`src/rtl/qstate_prob_reader_pkg.sv`:
```
// qstate_prob_reader_pkg: fixed-point widths, unit probability and readout FSM encodings
package qstate_prob_reader_pkg;
  localparam int TOTAL_WIDTH = 8;
  localparam int FRAC_BITS = 4;
  localparam int PROB_ONE = 1 << (2 * FRAC_BITS);
  localparam logic [2:0] S_IDLE = 3'd0;
  localparam logic [2:0] S_FETCH = 3'd1;
  localparam logic [2:0] S_CALC = 3'd2;
  localparam logic [2:0] S_SEND = 3'd3;
  localparam logic [2:0] S_DONE = 3'd4;
endpackage

```
`src/rtl/qstate_prob_reader_mag_sq.sv`:
```
// cplx_mag_sq: full-precision |a|^2 of a signed complex amplitude, reusable by measurement blocks
module cplx_mag_sq #(
  parameter int W = 8
) (
  input  logic signed [W-1:0] re,
  input  logic signed [W-1:0] im,
  output logic [2*W:0]        mag_sq
);
  logic signed [2*W-1:0] rr, ii;
  // Squares are never negative, so a zero-extended 2W+1-bit sum cannot overflow even for -2^(W-1).
  assign rr = (2*W)'(re) * (2*W)'(re);
  assign ii = (2*W)'(im) * (2*W)'(im);
  assign mag_sq = {1'b0, rr} + {1'b0, ii};
endmodule

```
`src/rtl/qstate_prob_reader.sv`:
```
// qstate_prob_reader: reads every amplitude, streams |a|^2 with valid/ready and checks normalisation
module qstate_prob_reader import qstate_prob_reader_pkg::*; #(
  parameter int N_QUBITS = 2,
  parameter int W = TOTAL_WIDTH,
  parameter int FRAC = FRAC_BITS,
  parameter int NORM_TOL = 16
) (
  input  logic                      clk,
  input  logic                      rst,
  input  logic                      start,
  output logic                      busy,
  output logic                      rd_en,
  output logic [N_QUBITS-1:0]       rd_addr,
  input  logic signed [W-1:0]       rd_data_r,
  input  logic signed [W-1:0]       rd_data_i,
  output logic [2*W:0]              prob_data,
  output logic [N_QUBITS-1:0]       prob_idx,
  output logic                      prob_last,
  output logic                      prob_valid,
  input  logic                      prob_ready,
  output logic [2*W+N_QUBITS:0]     norm_sum,
  output logic                      norm_ok,
  output logic                      done
);
  localparam int PW = 2 * W + 1;
  localparam int SW = PW + N_QUBITS;
  localparam logic [SW-1:0] ONE = SW'(1) << (2 * FRAC);
  localparam logic [SW-1:0] LO = ONE - SW'(NORM_TOL);
  localparam logic [SW-1:0] HI = ONE + SW'(NORM_TOL);
  logic [2:0] state_q, state_d;
  logic [N_QUBITS-1:0] idx_q, idx_d, pidx_q, pidx_d;
  logic [PW-1:0] prob_q, prob_d, mag;
  logic [SW-1:0] sum_q, sum_d;
  logic plast_q, plast_d, ok_q, ok_d;
  cplx_mag_sq #(.W(W)) u_mag (.re(rd_data_r), .im(rd_data_i), .mag_sq(mag));
  // Readout sequencing: one fetch, one capture and one output beat per basis state.
  always_comb begin
    state_d = state_q;
    idx_d = idx_q;
    pidx_d = pidx_q;
    prob_d = prob_q;
    plast_d = plast_q;
    sum_d = sum_q;
    ok_d = ok_q;
    case (state_q)
      S_IDLE: if (start) begin
        state_d = S_FETCH;
        idx_d = '0;
        sum_d = '0;
        ok_d = 1'b0;
      end
      S_FETCH: state_d = S_CALC;
      S_CALC: begin
        prob_d = mag;
        pidx_d = idx_q;
        plast_d = idx_q == {N_QUBITS{1'b1}};
        sum_d = sum_q + SW'(mag);
        state_d = S_SEND;
      end
      S_SEND: if (prob_ready) begin
        state_d = plast_q ? S_DONE : S_FETCH;
        idx_d = plast_q ? idx_q : idx_q + N_QUBITS'(1);
        ok_d = plast_q ? (sum_q >= LO && sum_q <= HI) : ok_q;
      end
      S_DONE: state_d = S_IDLE;
      default: state_d = S_IDLE;
    endcase
  end
  // State registers; reset aborts any readout without a done pulse.
  always_ff @(posedge clk) begin
    if (rst) begin
      state_q <= S_IDLE;
      idx_q <= '0;
      pidx_q <= '0;
      prob_q <= '0;
      plast_q <= 1'b0;
      sum_q <= '0;
      ok_q <= 1'b0;
    end else begin
      state_q <= state_d;
      idx_q <= idx_d;
      pidx_q <= pidx_d;
      prob_q <= prob_d;
      plast_q <= plast_d;
      sum_q <= sum_d;
      ok_q <= ok_d;
    end
  end
  assign busy = state_q != S_IDLE;
  assign rd_en = state_q == S_FETCH;
  assign rd_addr = idx_q;
  assign prob_valid = state_q == S_SEND;
  assign done = state_q == S_DONE;
  assign prob_data = prob_q;
  assign prob_idx = pidx_q;
  assign prob_last = plast_q;
  assign norm_sum = sum_q;
  assign norm_ok = ok_q;
endmodule

```
`config.mk`:
```
export PLATFORM = sky130hd
export DESIGN_NAME = qstate_prob_reader
export DESIGN_NICKNAME = d
export VERILOG_FILES = /design/src/rtl/qstate_prob_reader_pkg.sv /design/src/rtl/qstate_prob_reader_mag_sq.sv /design/src/rtl/qstate_prob_reader.sv
export SDC_FILE = /design/constraint.sdc
export NUM_CORES = 1
export LEC_CHECK = 0
export CAP_MARGIN = 20
export CORE_ASPECT_RATIO = 2
export CORE_MARGIN = 3
export CORE_UTILIZATION = 52
export CTS_CLUSTER_DIAMETER = 50
export CTS_CLUSTER_SIZE = 8
export DETAILED_ROUTE_END_ITERATION = 16
export PLACE_DENSITY = 0.84
export SETUP_SLACK_MARGIN = 0.2
export SYNTH_ARGS = -nofsm -noshare
export SYNTH_HDL_FRONTEND = slang
export SYNTH_SLANG_ARGS = --single-unit
```
`constraint.sdc`:
```
create_clock -name clk -period 12.8 [get_ports clk]
set_clock_uncertainty 0.15 [all_clocks]
set_input_delay 1.92 -clock clk [delete_from_list [all_inputs] [get_ports clk]]
set_output_delay 1.92 -clock clk [all_outputs]
set_load 0.05 [all_outputs]
```
# Word-level counts from Yosys, hierarchy flattened
# Index checks and enable logic that the tools add are counted.
[totals] reg_bits=45
[classes] n_addsub=3 mul=2 magnitude_cmp=2 n_eq_ne=9 n_mux=14 n_reduce_logical=9
[ops] cell="one-hot mux 19 bit (2 select lines)" n=1
[ops] cell="multiplier 8 x 8 -> 16 bit" n=2
[ops] cell="adder 19 x 17 -> 19 bit" n=1
[ops] cell="greater-or-equal comparator 19 x 8 -> 1 bit, second input constant" n=1
[ops] cell="less-or-equal comparator 19 x 9 -> 1 bit, second input constant" n=1
[ops] cell="two-way mux 19 bit" n=1
[ops] cell="adder 16 x 16 -> 17 bit" n=1
[ops] cell="one-hot mux 3 bit (4 select lines)" n=1
[ops] cell="two-way mux 3 bit" n=3
[ops] cell="AND reduction 4 bit" n=2
[ops] cell="== test 3 x 2 -> 1 bit, second input constant" n=2
[ops] cell="two-way mux 2 bit" n=3
[ops] cell="inequality test 2 x 1 -> 1 bit, second input constant" n=2
[ops] cell="inequality test 2 bit, second input constant" n=2
[ops] cell="one-hot mux 2 bit (2 select lines)" n=1
[ops] cell="AND reduction 2 bit" n=2
[ops] cell="nonzero test 2 bit" n=2
[ops] cell="== test 3 x 1 -> 1 bit, second input constant" n=1
[ops] cell="== test 3 bit, second input constant" n=1
[ops] cell="logical NOT 3 bit" n=1
[ops] cell="two-way mux 1 bit" n=3
[ops] cell="nonzero test 3 bit" n=1
[ops] cell="adder 2 x 1 -> 2 bit, second input constant" n=1
[ops] cell="== test 2 bit, second input constant" n=1
[ops] cell="2 further kinds" n=2

# Longest topological paths before layout
[logic_depth] word_depth=5 ltp_mapped=30 ltp_nobuf=30

# Hierarchy
# Synthesis repeated with hierarchy kept, for this count alone.
[hier_totals] hier_cells=868 area_unflattened_um2=7258.2
[by_module_without_submodules] mod="cplx_mag_sq" instances=1 cells_each=576 area_per_inst_um2=4828.4 seq_area_each_um2=0.0
[by_module_without_submodules] mod="qstate_prob_reader" instances=1 cells_each=292 area_per_inst_um2=2429.8 seq_area_each_um2=900.9

# Worst setup path after synthesis
# OpenSTA, ideal clock, no wires.
[synth_timing] path_kind="in2reg" start="input port rd_data_i[2]" end="register sum_q[17] (netlist: norm_sum[17])" arrival_ns=7.954 t_required_ns=12.527 setup_slack_ns=4.572 cell_stages=29 path_buffers=1 path_cell_list="clkbuf_1 nand2_1 inv_1 fa_1 fa_1 fa_1 inv_1 fa_1 inv_1 ha_1 o21a_1 o21ai_0 nand2b_1 a31o_2 a21oi_1 xnor2_1 ha_1 a21o_1 a21oi_1 o21ai_0 nor2_1 xnor2_1 ha_1 a21o_1 a31oi_1 o21a_1 nor4_1 a21oi_1 mux2_1"
[synth_between] elab_chain_cells=4
[synth_rtl] item="from (decl)" line="qstate_prob_reader.sv:15" text="input logic signed [W-1:0] rd_data_i,"
[synth_rtl] item="multiplier 8 x 8 -> 16 bit" line="qstate_prob_reader_mag_sq.sv:12" text="assign ii = (2*W)'(im) * (2*W)'(im);"
[synth_rtl] item="adder 16 x 16 -> 17 bit" line="qstate_prob_reader_mag_sq.sv:13" text="assign mag_sq = {1'b0, rr} + {1'b0, ii};"
[synth_rtl] item="via mag[15]" line="qstate_prob_reader.sv:32" text="logic [PW-1:0] prob_q, prob_d, mag;"
[synth_rtl] item="adder 19 x 17 -> 19 bit" line="qstate_prob_reader.sv:57" text="sum_d = sum_q + SW'(mag);"
[synth_rtl] item="one-hot mux 19 bit (2 select lines)" line="qstate_prob_reader.sv:45" text="case (state_q)"
[synth_rtl] item="to (signal assigned)" line="qstate_prob_reader.sv:85" text="sum_q <= sum_d;"
[synth_rtl] item="to (decl)" line="qstate_prob_reader.sv:33" text="logic [SW-1:0] sum_q, sum_d;"
# The timed path passes the listed nets, and every way through them passes these cells.
# A chain may end at the register's enable or synchronous reset.

# Final worst setup path
[layout_timing] start="input port rd_data_i[7]" end="register sum_q[17] (netlist: norm_sum[17])"
# The elaborated chain is that of the path after synthesis.

==> summary.log <==
qor: route.avgRoutedWirePerCell 16.4 um
qor: cells_and_area.final_util 0.610
qor: global_routing.grt_first_pass_wirelength 30.4 mm
qor: timing.final.period_utilization 0.722
qor: cells_and_area.final-instance-count-excl-fill 1,112
qor: timing.setup-tns-final 0 ps
qor: hold_path.min_path_cells 2
qor: critical_path.endpoint_class_of_the_critical_path flip-flop
qor: global_routing.globalRouteOverflowTotal 0
qor: die.initial_utilization 0.539
qor: timing.max_freq 0.108 GHz
qor: timing.post-route-min-period 9240 ps
qor: critical_path.timing.critical_path.required 12,830 ps
qor: critical_path.cp.buffers_inverters 4
qor: logic_synthesis.yosysTopAreaCell sky130_fd_sc_hd__fa_1
qor: die.die_height 174 um
qor: global_routing.grt_usage 0.239
qor: clocking.cts.sinks 45
qor: die.die-width 90.2 um
qor: cells_and_area.layout_fillers 1,189
qor: route.initial_drt_pass_iterations 5
qor: critical_path.cp.depth 27
qor: placement.dpl.cell_count 1,105
qor: global_routing.grt_start_max_net_pins 42
qor: clocking.cts_hold_repair.buffers 0
qor: logic_synthesis.net_count_synth 1,073
qor: logic_synthesis.synth.top_cells.by_count sky130_fd_sc_hd__inv_1, sky130_fd_sc_hd__fa_1, sky130_fd_sc_hd__ha_1, sky130_fd_sc_hd__nand2_1, sky130_fd_sc_hd__a21oi_1
qor: clocking.cts.root.buffer_cell sky130_fd_sc_hd__clkbuf_16
qor: clocking.cts_post_setup_buffers_inserted 0
qor: clocking.ctsResizeCount 0
qor: die.die_area 15,700 um2
qor: critical_path.cp_max_fo 8
qor: hold_path.hold_path_class reg2reg
qor: critical_path.timing.critical_path.mode_cell sky130_fd_sc_hd__fa_1
qor: timing.setup_viol 0
qor: critical_path.slowest_delay 590 ps
qor: route.route.detailed.vias_per_inst 5.69
qor: logic_synthesis.yosysWarningCount 0
qor: critical_path.r2r_setup_slack 10,220 ps
qor: route.drt-total-wl 18.2 mm
qor: logic_synthesis.synth.top_cells.by_area sky130_fd_sc_hd__fa_1, sky130_fd_sc_hd__ha_1, sky130_fd_sc_hd__dfxtp_1
qor: placement.dpl.hpwl 15.2 mm
qor: global_routing.number_of_global_route_vias_before_repair 6,530
qor: critical_path.critical_path.startpoint_type input port
qor: route.drc_errors 0
qor: clocking.clock_tree.htree_level_count 2
qor: timing.max_slew_margin 0.390
qor: route.detailroute.via_count 6,328
qor: clocking.max-clock-path-buffers 2
qor: clocking.clkTransAtPathRegs 60 ps
qor: route.number_of_nets_still_failing_antenna_checks_after_routing 0
qor: critical_path.worst_ep_arrival_time 9270 ps
qor: clocking.cts_buffers 5
qor: logic_synthesis.post_synth_instance_area 7360 um2
qor: logic_synthesis.synth_seq_area_share 0.122
qor: logic_synthesis.synth_flop_cell sky130_fd_sc_hd__dfxtp_1
qor: logic_synthesis.share_of_flip_flops_with_an_asynchronous_set_or_reset 0
qor: critical_path.timing.critical_path.max_delay_family adder cells
qor: logic_synthesis.syn-instance-count 874
qor: logic_synthesis.yosys.cell_types.count 66
qor: clocking.cts_tree yes
qor: timing.worst_slew_pin_slew 913 ps
qor: cells_and_area.share_of_post_route_cells_with_drive_strength_above_1 0.0281
qor: critical_path.criticalPathCategory in2reg
qor: cells_and_area.final_net_count 1,125
qor: flow_run.max_cap_viol_count 0
qor: logic_synthesis.synth_seq_cells 45
qor: die.row_count 60
qor: cells_and_area.area.growth.synth_to_final 13.2%
qor: die.core_region_area 13,700 um2
qor: route.drt-initial-drc-count 252
qor: status.outcome completed
qor: logic_synthesis.synth-edff-count 0
qor: timing.grt_setup_unrepaired no
qor: critical_path.r2r.worst_path.cells 8
qor: global_routing.grt_antenna_before_repair 0
qor: logic_synthesis.yosys_top_cell_area_share 0.253
qor: cells_and_area.diodes_inserted 0
qor: timing.finalHoldViolations 0
qor: clocking.clk-insertion-delay-late 290 ps
qor: logic_synthesis.synth.most_common_cell sky130_fd_sc_hd__inv_1
qor: timing.final_max_slew_viol_count 0
qor: placement.io_buffers 65
qor: logic_synthesis.syn_area_per_cell 8.43 um2
qor: placement.gp_routability_congestion 0.992
qor: critical_path.critPathSlowestCell sky130_fd_sc_hd__clkdlybuf4s50_1
qor: die.design.portCount 66
==> metal layers <==
layer  GRT usage  part of all wire  up-vias
met5           0                 0        -
met4       0.217              0.10        0
met3      0.0225             0.037      103
met2       0.456              0.55      237
met1       0.217              0.31     3010
li1            -                 -     2978
==> area by class of cell <==
| cell class | count | area, um2 | area share |
|---|---|---|---|
| inverter | 155 | 582 | 0.0698 |
| timing repair buffer | 67 | 666 | 0.0799 |
| tap | 186 | 233 | 0.0279 |
| clock buffer | 5 | 125 | 0.0150 |
| clock inverter | 2 | 35.0 | 0.00420 |
| sequential | 45 | 901 | 0.108 |
| multi-input combinational | 652 | 5790 | 0.695 |
==> path summary, 6_finish.rpt <==
check | startpoint | to
max reg2reg | norm_sum[0]$_SDFFE_PP0P_ | norm_sum[16]$_SDFFE_PP0P_
min | prob_data[6]$_SDFFE_PP0P_ | prob_data[6]$_SDFFE_PP0P_
max | rd_data_i[7] | norm_sum[17]$_SDFFE_PP0P_
min reg2reg | prob_data[6]$_SDFFE_PP0P_ | prob_data[6]$_SDFFE_PP0P_
==> cells in the final DEF, fill, tap and decap left out, types with 5 or more instances in the layout <==
master / count
sky130_fd_sc_hd__xor2_1: 19
sky130_fd_sc_hd__o21ai_1: 6
sky130_fd_sc_hd__a22oi_1: 8
sky130_fd_sc_hd__and2_1: 27
sky130_fd_sc_hd__nand3_1: 13
sky130_fd_sc_hd__xnor2_1: 43
sky130_fd_sc_hd__clkbuf_16: 5
sky130_fd_sc_hd__nand4_1: 6
sky130_fd_sc_hd__nor4_1: 5
sky130_fd_sc_hd__dfxtp_1: 45
sky130_fd_sc_hd__a21oi_1: 61
sky130_fd_sc_hd__nor2_1: 54
sky130_fd_sc_hd__nand2b_1: 12
sky130_fd_sc_hd__a21o_1: 15
sky130_fd_sc_hd__o21a_1: 8
sky130_fd_sc_hd__nand2_1: 74
sky130_fd_sc_hd__inv_1: 154
sky130_fd_sc_hd__or3_1: 5
sky130_fd_sc_hd__a31oi_1: 6
sky130_fd_sc_hd__fa_1: 93
sky130_fd_sc_hd__clkdlybuf4s50_1: 65
sky130_fd_sc_hd__o21ai_0: 31
sky130_fd_sc_hd__o21bai_1: 7
sky130_fd_sc_hd__nor2b_1: 5
sky130_fd_sc_hd__ha_1: 86
sky130_fd_sc_hd__nor3_1: 7
==> stage by stage <==
step                      worst slack (ps)  hold slack, ps  instance area [um2]
after floorplan                       4570             335                 7360
after global placement                3530             292                 8180
after detailed placement              3360             301                 8180
after CTS                             3640             309                 8340
after global routing                  2840             328                 8340
final                                 3560             306                 8340
==> worst register-to-register path: cells and delay by family, from the launching register on <==
family          cells  cell delay (ps)
simple gates        1              190
compound gates      4             1020
fa+ha+maj           2              540
flops               1              400
xor+xnor            1              160
==> flip-flops by register name, indices dropped and copies added (netlist names) <==
register,flops
prob_last,1
rd_addr,2
prob_idx,2
norm_ok,1
state_q,3
norm_sum,19
prob_data,17
==> logic make-up after synthesis <==
family          after synthesis  share of synthesized area
xor+xnor                     62                     0.0737
fa+ha+maj                   179                      0.399
buf+inv                     177                     0.0909
compound gates              180                      0.160
simple gates                228                      0.150
flops                        45                      0.122
mux                           3                    0.00425
Power is left out: the tool's default activity adds up to more than one toggle a clock period on the data nets, which glitch-free logic cannot reach.
